`src/rtl/mem_fill_fsm_if.sv`:
```
// RAM-side bus of the fill/verify engine: address, write data, write enable
// and the synchronous read-data return path.
interface mem_fill_fsm_if #(
   parameter int ADDR_W = 8,
   parameter int DATA_W = 8
);
   logic [ADDR_W-1:0] mem_addr;
   logic [DATA_W-1:0] mem_wdata;
   logic              mem_wren;
   logic [DATA_W-1:0] mem_rdata;

   // Fill engine drives the RAM
   modport master (
      output mem_addr,
      output mem_wdata,
      output mem_wren,
      input  mem_rdata
   );

   // RAM side
   modport slave (
      input  mem_addr,
      input  mem_wdata,
      input  mem_wren,
      output mem_rdata
   );
endinterface

```
`src/rtl/mem_fill_fsm.sv`:
```
// Parametrised RAM initialiser: writes words 0..DEPTH-1 with a mode-selected
// pattern, then optionally reads every word back through a READ_LAT-deep
// expected-value pipe and flags the first mismatching address.
module mem_fill_fsm #(
   parameter int ADDR_W   = 8,
   parameter int DATA_W   = 8,
   parameter int DEPTH    = 2**ADDR_W,
   parameter int READ_LAT = 1
) (
   input  logic              clk,
   input  logic              rst_n,
   input  logic              start,
   input  logic [1:0]        mode,
   input  logic [DATA_W-1:0] fill_val,
   input  logic [DATA_W-1:0] step,
   input  logic              verify_en,
   input  logic              abort,
   mem_fill_fsm_if.master    mem,
   output logic              busy,
   output logic              fin_strobe,
   output logic              err,
   output logic [ADDR_W-1:0] err_addr
);

   // Counter is one bit wider than the address so DEPTH = 2**ADDR_W ends cleanly
   localparam logic [ADDR_W:0] LAST_CNT = (ADDR_W+1)'(DEPTH - 1);
   localparam int              DRN_W    = (READ_LAT > 1) ? $clog2(READ_LAT) : 1;
   localparam logic [DRN_W-1:0] DRN_LAST = DRN_W'(READ_LAT - 1);

   typedef enum logic [2:0] {
      S_IDLE,
      S_WRITE,
      S_VFY_ISSUE,
      S_VFY_DRAIN,
      S_DONE
   } state_t;

   state_t            state_q, state_d;
   logic [ADDR_W:0]   cnt_q, cnt_d;
   logic [DATA_W-1:0] acc_q, acc_d;
   logic [DRN_W-1:0]  drain_q, drain_d;
   logic [1:0]        mode_q, mode_d;
   logic [DATA_W-1:0] fill_q, fill_d;
   logic [DATA_W-1:0] step_q, step_d;
   logic              verify_q, verify_d;
   logic              err_q, err_d;
   logic [ADDR_W-1:0] err_addr_q, err_addr_d;

   logic [READ_LAT-1:0] vld_q;
   logic [DATA_W-1:0]   exp_q [READ_LAT];
   logic [ADDR_W-1:0]   adr_q [READ_LAT];

   logic              push_vld;
   logic              flush;
   logic [DATA_W-1:0] pat;

   // Pattern for the current address; shared by the write and verify passes
   always_comb begin
      pat = '0;
      unique case (mode_q)
         2'd0:    pat = DATA_W'(cnt_q);
         2'd1:    pat = fill_q;
         2'd2:    pat = acc_q;
         default: pat = DATA_W'(LAST_CNT - cnt_q);
      endcase
   end

   // Next-state, counters, latched run settings and mismatch tracking
   always_comb begin
      state_d    = state_q;
      cnt_d      = cnt_q;
      acc_d      = acc_q;
      drain_d    = drain_q;
      mode_d     = mode_q;
      fill_d     = fill_q;
      step_d     = step_q;
      verify_d   = verify_q;
      err_d      = err_q;
      err_addr_d = err_addr_q;
      push_vld   = 1'b0;
      flush      = 1'b0;

      if (vld_q[READ_LAT-1] && (mem.mem_rdata != exp_q[READ_LAT-1])) begin
         err_d = 1'b1;
         if (!err_q) begin
            err_addr_d = adr_q[READ_LAT-1];
         end
      end

      unique case (state_q)
         S_IDLE: begin
            if (start) begin
               state_d    = S_WRITE;
               cnt_d      = '0;
               acc_d      = fill_val;
               mode_d     = mode;
               fill_d     = fill_val;
               step_d     = step;
               verify_d   = verify_en;
               err_d      = 1'b0;
               err_addr_d = '0;
            end
         end
         S_WRITE: begin
            cnt_d = cnt_q + 1'b1;
            acc_d = acc_q + step_q;
            if (cnt_q == LAST_CNT) begin
               // Rewind the accumulator so the verify pass regenerates the same sequence
               cnt_d   = '0;
               acc_d   = fill_q;
               state_d = verify_q ? S_VFY_ISSUE : S_DONE;
            end
         end
         S_VFY_ISSUE: begin
            push_vld = 1'b1;
            cnt_d    = cnt_q + 1'b1;
            acc_d    = acc_q + step_q;
            if (cnt_q == LAST_CNT) begin
               cnt_d   = '0;
               drain_d = '0;
               state_d = S_VFY_DRAIN;
            end
         end
         S_VFY_DRAIN: begin
            drain_d = drain_q + 1'b1;
            if (drain_q == DRN_LAST) begin
               state_d = S_DONE;
            end
         end
         default: begin
            state_d = S_IDLE;
         end
      endcase

      // Abort overrides every transition and leaves the error record as it was
      if (abort && (state_q != S_IDLE)) begin
         state_d    = S_IDLE;
         err_d      = err_q;
         err_addr_d = err_addr_q;
         flush      = 1'b1;
      end
   end

   // State, counters and run settings
   always_ff @(posedge clk or negedge rst_n) begin
      if (!rst_n) begin
         state_q    <= S_IDLE;
         cnt_q      <= '0;
         acc_q      <= '0;
         drain_q    <= '0;
         mode_q     <= '0;
         fill_q     <= '0;
         step_q     <= '0;
         verify_q   <= 1'b0;
         err_q      <= 1'b0;
         err_addr_q <= '0;
      end else begin
         state_q    <= state_d;
         cnt_q      <= cnt_d;
         acc_q      <= acc_d;
         drain_q    <= drain_d;
         mode_q     <= mode_d;
         fill_q     <= fill_d;
         step_q     <= step_d;
         verify_q   <= verify_d;
         err_q      <= err_d;
         err_addr_q <= err_addr_d;
      end
   end

   // Expected data, address and valid travel alongside the RAM read latency
   always_ff @(posedge clk or negedge rst_n) begin
      if (!rst_n) begin
         vld_q <= '0;
         for (int unsigned i = 0; i < READ_LAT; i++) begin
            exp_q[i] <= '0;
            adr_q[i] <= '0;
         end
      end else begin
         vld_q[0] <= push_vld & ~flush;
         exp_q[0] <= pat;
         adr_q[0] <= cnt_q[ADDR_W-1:0];
         for (int unsigned i = 1; i < READ_LAT; i++) begin
            vld_q[i] <= vld_q[i-1] & ~flush;
            exp_q[i] <= exp_q[i-1];
            adr_q[i] <= adr_q[i-1];
         end
      end
   end

   // Output decode; abort masks the write and the strobe in the same cycle
   always_comb begin
      mem.mem_addr  = cnt_q[ADDR_W-1:0];
      mem.mem_wren  = (state_q == S_WRITE) && !abort;
      mem.mem_wdata = (state_q == S_WRITE) ? pat : '0;
      busy          = (state_q != S_IDLE);
      fin_strobe    = (state_q == S_DONE) && !abort;
      err           = err_q;
      err_addr      = err_addr_q;
   end

endmodule

```
`src/flat_wrapper.sv`:
```
// flat-port wrapper written by rule: the top's interface ports become plain ports
module mem_fill_fsm_flat 
#(
   parameter int ADDR_W   = 8,
   parameter int DATA_W   = 8,
   parameter int DEPTH    = 2**ADDR_W,
   parameter int READ_LAT = 1
)
  (clk, rst_n, start, mode, fill_val, step, verify_en, abort, busy, fin_strobe, err, err_addr, mem_mem_addr, mem_mem_wdata, mem_mem_wren, mem_mem_rdata);
  mem_fill_fsm_if #(.ADDR_W(ADDR_W), .DATA_W(DATA_W)) mem_i ();
  input  logic clk;
  input  logic rst_n;
  input  logic start;
  input  logic [1:0] mode;
  input  logic [DATA_W-1:0] fill_val;
  input  logic [DATA_W-1:0] step;
  input  logic verify_en;
  input  logic abort;
  output logic busy;
  output logic fin_strobe;
  output logic err;
  output logic [ADDR_W-1:0] err_addr;
  output wire logic [$bits(mem_i.mem_addr)-1:0] mem_mem_addr;
  output wire logic [$bits(mem_i.mem_wdata)-1:0] mem_mem_wdata;
  output wire logic [$bits(mem_i.mem_wren)-1:0] mem_mem_wren;
  input wire logic [$bits(mem_i.mem_rdata)-1:0] mem_mem_rdata;
  assign mem_mem_addr = mem_i.mem_addr;
  assign mem_mem_wdata = mem_i.mem_wdata;
  assign mem_mem_wren = mem_i.mem_wren;
  assign mem_i.mem_rdata = mem_mem_rdata;
  mem_fill_fsm #(.ADDR_W(ADDR_W), .DATA_W(DATA_W), .DEPTH(DEPTH), .READ_LAT(READ_LAT)) u_core (.clk(clk), .rst_n(rst_n), .start(start), .mode(mode), .fill_val(fill_val), .step(step), .verify_en(verify_en), .abort(abort), .mem(mem_i), .busy(busy), .fin_strobe(fin_strobe), .err(err), .err_addr(err_addr));
endmodule
```
`config.mk`:
```
export PLATFORM = sky130hd
export DESIGN_NAME = mem_fill_fsm_flat
export DESIGN_NICKNAME = d
export VERILOG_FILES = /design/src/rtl/mem_fill_fsm_if.sv /design/src/rtl/mem_fill_fsm.sv /design/src/flat_wrapper.sv
export SDC_FILE = /design/constraint.sdc
export NUM_CORES = 1
export LEC_CHECK = 0
export CAP_MARGIN = 20
export CORE_MARGIN = 3
export CORE_UTILIZATION = 48
export DETAILED_ROUTE_END_ITERATION = 10
export PLACE_DENSITY = 0.76
export RECOVER_POWER = 50
export SYNTH_ARGS = -nofsm -noshare
export SYNTH_HDL_FRONTEND = slang
export SYNTH_SLANG_ARGS = --single-unit
```
`constraint.sdc`:
```
create_clock -name clk -period 2.1 [get_ports clk]
set_clock_uncertainty 0.2 [all_clocks]
set_input_delay 0.63 -clock clk [delete_from_list [all_inputs] [get_ports clk]]
set_output_delay 0.63 -clock clk [all_outputs]
set_load 0.03 [all_outputs]
```
== Yosys cells after proc, flatten, opt, wreduce, memory -nomap -nowiden ==
Index checks and enable logic that the tools add are counted.

* Flip-flop bits (word level): 66
* Output and inout port bits: 28
* Word-level logic and storage cells: 76

* $add $sub $neg: 4
* Equality and inequality tests: 14
* Multiplexer cells: 26
* Bitwise operators: 2
* Reductions and logical operators: 17

{| class="wikitable"
|+ Operator list
! cell !! number
|-
| 2-to-1 mux 8 bit || 7
|-
| one-hot mux 8 bit (3 select lines) || 2
|-
| 2-to-1 mux 3 bit || 6
|-
| 2-to-1 mux 9 bit || 2
|-
| one-hot mux 9 bit (2 select lines) || 1
|-
| one-hot mux 3 bit (4 select lines) || 1
|-
| adder 9 x 1 -> 9 bit, second input constant || 1
|-
| == test 9 x 8 -> 1 bit, second input constant || 1
|-
| adder 8 bit || 1
|-
| != test 8 bit || 1
|-
| AND reduction 2 bit || 4
|-
| subtractor 8 bit, first input constant || 1
|-
| == test 3 x 2 -> 1 bit, second input constant || 2
|-
| 2-to-1 mux 1 bit || 6
|-
| != test 3 x 1 -> 1 bit, second input constant || 2
|-
| nonzero test 3 bit || 2
|-
| logical AND 1 bit || 4
|-
| AND reduction 4 bit || 1
|-
| nonzero test 2 bit || 2
|-
| == test 3 x 1 -> 1 bit, second input constant || 1
|-
| == test 3 bit, second input constant || 1
|-
| logical NOT 3 bit || 1
|-
| != test 3 x 2 -> 1 bit, second input constant || 1
|-
| != test 3 bit, second input constant || 1
|-
| other kinds (11) || 11
|}

== Logic depth before layout (Yosys ltp) ==
* Depth after elaboration: 5
* Depth in mapped cells: 7
* Gate-level depth less buffers: 7

== Worst setup path after synthesis ==
No wires, ideal clock.

* Path kind: register -> output
* Start point: register u_core.state_q[1]
* End point: output fin_strobe
* Arrival: 1.598 ns
* Setup slack: -0.328 ns
* Cell stages (with the launch flop): 4
* Buffers on the path: 1
* Path through: dfrtp_1 -> buf_2 -> or2_2 -> nor3_1

* Longest elaborated chain between the ends: 2

{| class="wikitable"
|+ RTL lines
! what !! line !! RTL
|-
| from (decl) || mem_fill_fsm.sv:38 || <nowiki>state_t state_q, state_d;</nowiki>
|-
| from (signal assigned) || mem_fill_fsm.sv:158 || <nowiki>state_q <= state_d;</nowiki>
|-
| == test 3 bit || mem_fill_fsm.sv:197 || <nowiki>fin_strobe = (state_q == S_DONE) && !abort;</nowiki>
|-
| logical AND 1 bit || mem_fill_fsm.sv:197 ||
|-
| to (decl) || flat_wrapper.sv:20 || <nowiki>output logic fin_strobe;</nowiki>
|}

No other way between the ends.

== Worst setup path after layout ==
* Start point: register u_core.mode_q[1]
* End point: output mem_mem_wdata[6]

* Longest elaborated chain between the ends: 3
* Elaborated cells on any way between the ends: 5

{| class="wikitable"
|+ RTL lines
! what !! line !! RTL
|-
| from (decl) || mem_fill_fsm.sv:42 || <nowiki>logic [1:0] mode_q, mode_d;</nowiki>
|-
| from (signal assigned) || mem_fill_fsm.sv:162 || <nowiki>mode_q <= mode_d;</nowiki>
|-
| == test 2 bit, or another cell as far along || mem_fill_fsm.sv:60 || <nowiki>unique case (mode_q)</nowiki>
|-
| one-hot mux 8 bit (3 select lines) (*) || mem_fill_fsm.sv:60 ||
|-
| named net u_core.pat[6] || mem_fill_fsm.sv:55 || <nowiki>logic [DATA_W-1:0] pat;</nowiki>
|-
| 2-to-1 mux 8 bit (*) || mem_fill_fsm.sv:195 || <nowiki>mem.mem_wdata = (state_q == S_WRITE) ? pat : '0;</nowiki>
|-
| to (decl) || flat_wrapper.sv:24 || <nowiki>output wire logic [$bits(mem_i.mem_wdata)-1:0] mem_mem_wdata;</nowiki>
|}

Mark *: on every way through the listed nets, which the timed path passes. The rest lies on a longest branch.

==> impl_metrics.yaml <==
sta:
  setup_slack_ns: -0.469
  layout_min_cycle_time_ns: 2.57
  period_share_pct: 122
  rsz0062_at_grt: "true"
  drv_slew: 0
  worst_pin_slew_ns: 0.918
  hold_violations: 0
  setup_viol: 19
  slew_headroom_pct: 38.8
  max_freq_ghz: 0.389
place:
  dpl.hpwl_microns: 6510
  numPortBuffers: 58
  gp_congestion: 0.833
  place_ws_ns: -0.388
drt:
  drt_iter0_markers: 261
  drt_first_pass_iters: 5
  wl_met2_microns: 5310
  dr.max_layer_used: "met4"
  routedWlPerCell_microns: 17.7
  drcViolationCount: 0
  ant_nets: 0
  vias: 3312
  wl_microns: 10400
  routed_via_density: 5.62
  drt-met1-wl_microns: 4310
  dr_wl_met3_microns: 610
die:
  core-area_sq_mm: 0.00706
  ios: 59
  start_util_pct: 51.2
  die_x_microns: 92.7
  rows: 30
  dieArea_sq_mm: 0.00860
  die_h_microns: 92.7
finish:
  fin_nets: 529
  final_util_pct: 77.8
  insertedDiodeCount: 0
  area_growth_pct: 52.2
  drive_gt1_share_pct: 41.6
grt:
  grt_first_pass_wirelength_microns: 15300
  grt_pass1_vias: 3114
  grt_max_degree: 67
  overflow: 0
  grt_usage_pct: 22.7
  grt_antenna_before_repair: 0
yosys:
  syn_area_sq_mm: 0.00361
  ys_seq_area_share_pct: 45.8
  ys_types: 58
  synthCells: 357
  syn_area_per_cell_sq_um: 10.1
  synth_fp_nets: 397
  synth-seq-cells: 66
  ys_warn_count: 0
power_and_ir_drop:
  power_density_mw_per_mm2: 1660
  p_leak_uw: 0.00248
  ir_worst_vdd_uv: 913
setup_path:
  cp.required_ns: 1.27
  slowest_delay_ns: 0.43
  timing.rr.end: "u_core.acc_q[6]$_DFFE_PN0P_"
  arrival_ns: 1.74
  worst-r2r-setup-slack_ns: -0.12
  cp-startpoint: "u_core.mode_q[1]$_DFFE_PN0P_"
  cpMaxStageDelayCell: "dfrtp_2"
  worstReg2RegStart: "u_core.cnt_q[1]$_DFFE_PN0P_"
  crit_path_end: "mem_mem_wdata[6]"
  end_kind: "output pin"
  path_class: "reg -> out"
  cp_max_fo: 9
  cp_cell_sequence: "buf_4, a21boi_1, a211oi_2, and2_4, buf_6"
  critPathLaunchType: "flip-flop"
  reg2reg_depth: 8
clock_network:
  insertion_delay_ns: 0.35
  htreeDepth: 3
  numCtsBuffers: 9
  root_buffer: "clkbuf_8"
  cts_buffer_depth: 2
  cts_tree: "yes"
  clkSinkCount: 66
  cts_hold_buf: 0
  clk_pin_slew_ns: 0.07
min_path:
  holdCritPathClass: "reg -> reg"
outcome:
  violations: "negative setup slack"
  run_status: "finished with violations"
job:
  cap_violations: 0
-- state kept, by name (all words and copies together) (netlist names) --
signal,count
u_core.vld_q,1
u_core.err,1
u_core.exp_q,8
u_core.err_addr,8
u_core.verify_q,1
u_core.state_q,3
u_core.acc_q,8
u_core.adr_q,8
u_core.cnt_q,9
u_core.mode_q,2
u_core.step_q,8
u_core.fill_q,8
u_core.drain_q,1
-- worst min path at each step --
stage,from,cells past startpoint,end
6_report,u_core.adr_q[7]$_DFF_PN0_,2,u_core.err_addr[7]$_DFFE_PN0N_
5_1_grt,u_core.adr_q[4]$_DFF_PN0_,2,u_core.err_addr[4]$_DFFE_PN0N_
4_1_cts,rst_n,2,u_core.cnt_q[8]$_DFFE_PN0P_
3_5_place_dp,u_core.adr_q[7]$_DFF_PN0_,2,u_core.err_addr[7]$_DFFE_PN0N_
3_3_place_gp,u_core.adr_q[6]$_DFF_PN0_,2,u_core.err_addr[6]$_DFFE_PN0N_
2_1_floorplan,rst_n,0,u_core.acc_q[0]$_DFFE_PN0P_
-- per-stage QoR --
stage / hold slack (ns) / cells / total power (uW) / setup TNS [ns] / area, sq um
finish: 0.294 / 589 / 9140 / -4.33 / 5490
global route: 0.328 / 589 / 9640 / -6.23 / 5490
CTS: 0.113 / 570 / 8030 / -3.54 / 5040
detailed placement: 0.285 / 537 / 6280 / -11.23 / 4570
global placement: 0.268 / 537 / 6110 / -9.57 / 4570
floorplan: 0.134 / 357 / 4760 / -0.489 / 3630
-- power breakdown --
group          internal [uW]  switching (uW)
Combinational           3090            2790
Sequential              1730             463
Clock                    570             496
-- synth_stat cells, drive strengths merged --
| cell | count | share of area (%) |
|---|---|---|
| a221o | 2 | 0.55 |
| o211a | 1 | 0.28 |
| o311a | 1 | 0.28 |
| o22a | 2 | 0.49 |
| nor2 | 34 | 3.8 |
| ha | 8 | 2.8 |
| or3b | 2 | 0.55 |
| nand4b | 2 | 0.49 |
| mux2 | 18 | 5.6 |
| o22ai | 2 | 0.52 |
| nor4b | 1 | 0.24 |
| nor4 | 3 | 0.52 |
| a21boi | 5 | 1.0 |
| nor3 | 8 | 1.6 |
| xnor2 | 3 | 0.73 |
| buf | 18 | 3.3 |
| inv | 7 | 0.73 |
| xor2 | 11 | 2.7 |
| nand2 | 25 | 2.7 |
| a221oi | 3 | 0.73 |
| fa | 1 | 0.55 |
| a21o | 3 | 0.62 |
| a31oi | 2 | 0.35 |
| or2 | 1 | 0.17 |
| and3 | 1 | 0.17 |
| mux2i | 10 | 2.8 |
| a211o | 2 | 0.49 |
| a22o | 1 | 0.24 |
| nand2b | 9 | 1.6 |
| o21a | 3 | 0.62 |
| o32ai | 1 | 0.24 |
| a21oi | 22 | 3.1 |
| a41o | 1 | 0.28 |
| and2 | 8 | 1.4 |
| o21ai | 26 | 3.6 |
| o31ai | 3 | 1.0 |
| dfrtp | 66 | 46 |
| a211oi | 14 | 3.3 |
| clkbuf | 9 | 0.97 |
| nand4 | 3 | 0.52 |
| o211ai | 3 | 0.62 |
| o21bai | 1 | 0.21 |
| a222oi | 2 | 0.55 |
| nor2b | 5 | 0.87 |
| nand3 | 4 | 0.55 |
-- area by class of cell --
| cell class | count | area [sq um] |
|---|---|---|
| multi-input combinational | 257 | 2100 |
| tap | 96 | 120 |
| inverter | 7 | 28.8 |
| clock inverter | 5 | 55.1 |
| clock buffer | 10 | 138 |
| sequential | 66 | 1660 |
| timing repair buffer | 148 | 1390 |
| fill | 445 | 1560 |
-- critical path: cells and delay by family, from the launching register on --
kind                   cells  cell delay [ns]
flip-flops                 1             0.43
AO/OA/AOI/OAI              2             0.47
buffers and inverters      2             0.29
AND/OR/NAND/NOR            1             0.20
-- cell families (layout without fill, tap and decap cells) --
group	count (synthesis)	in the layout	share of synthesized area, %
xor gates and xnor gates	14	14	3.40
buffers and inverters	34	170	5.03
DFF	66	66	45.8
muxes	28	28	8.39
AOI/OAI and AO/OA	100	100	19.0
adders and majority gates	9	9	3.33
and+or+nand+nor	106	106	15.1
-- per-layer routing --
metal  track usage [%]  vias to the layer above
li1                  -                     1546
met1              28.9                     1609
met2              38.0                      139
met3              5.12                       18
met4              8.18                        0
met5                 0                        -
-- timing repair --
| action | CTS | global route |
|---|---|---|
| buffers inserted | 19 | 22 |
| gates resized for setup | 68 | 80 |
| endpoints found under the hold margin | 0 | 0 |
| gates cloned | 0 | 1 |
| setup endpoints to repair | 38 | 56 |
| pin swaps | 26 | 23 |
-- cell usage in the layout (no fill, tap or decap), drive strengths merged, types with 14 or more instances in the layout --
master / n
dfrtp: 66
nand2: 25
buf: 103
o21ai: 26
nor2: 34
a211oi: 14
dlygate4sd2: 19
a21oi: 22
clkdlybuf4s50: 20
mux2: 18
(Power assumes the default switching activity.)
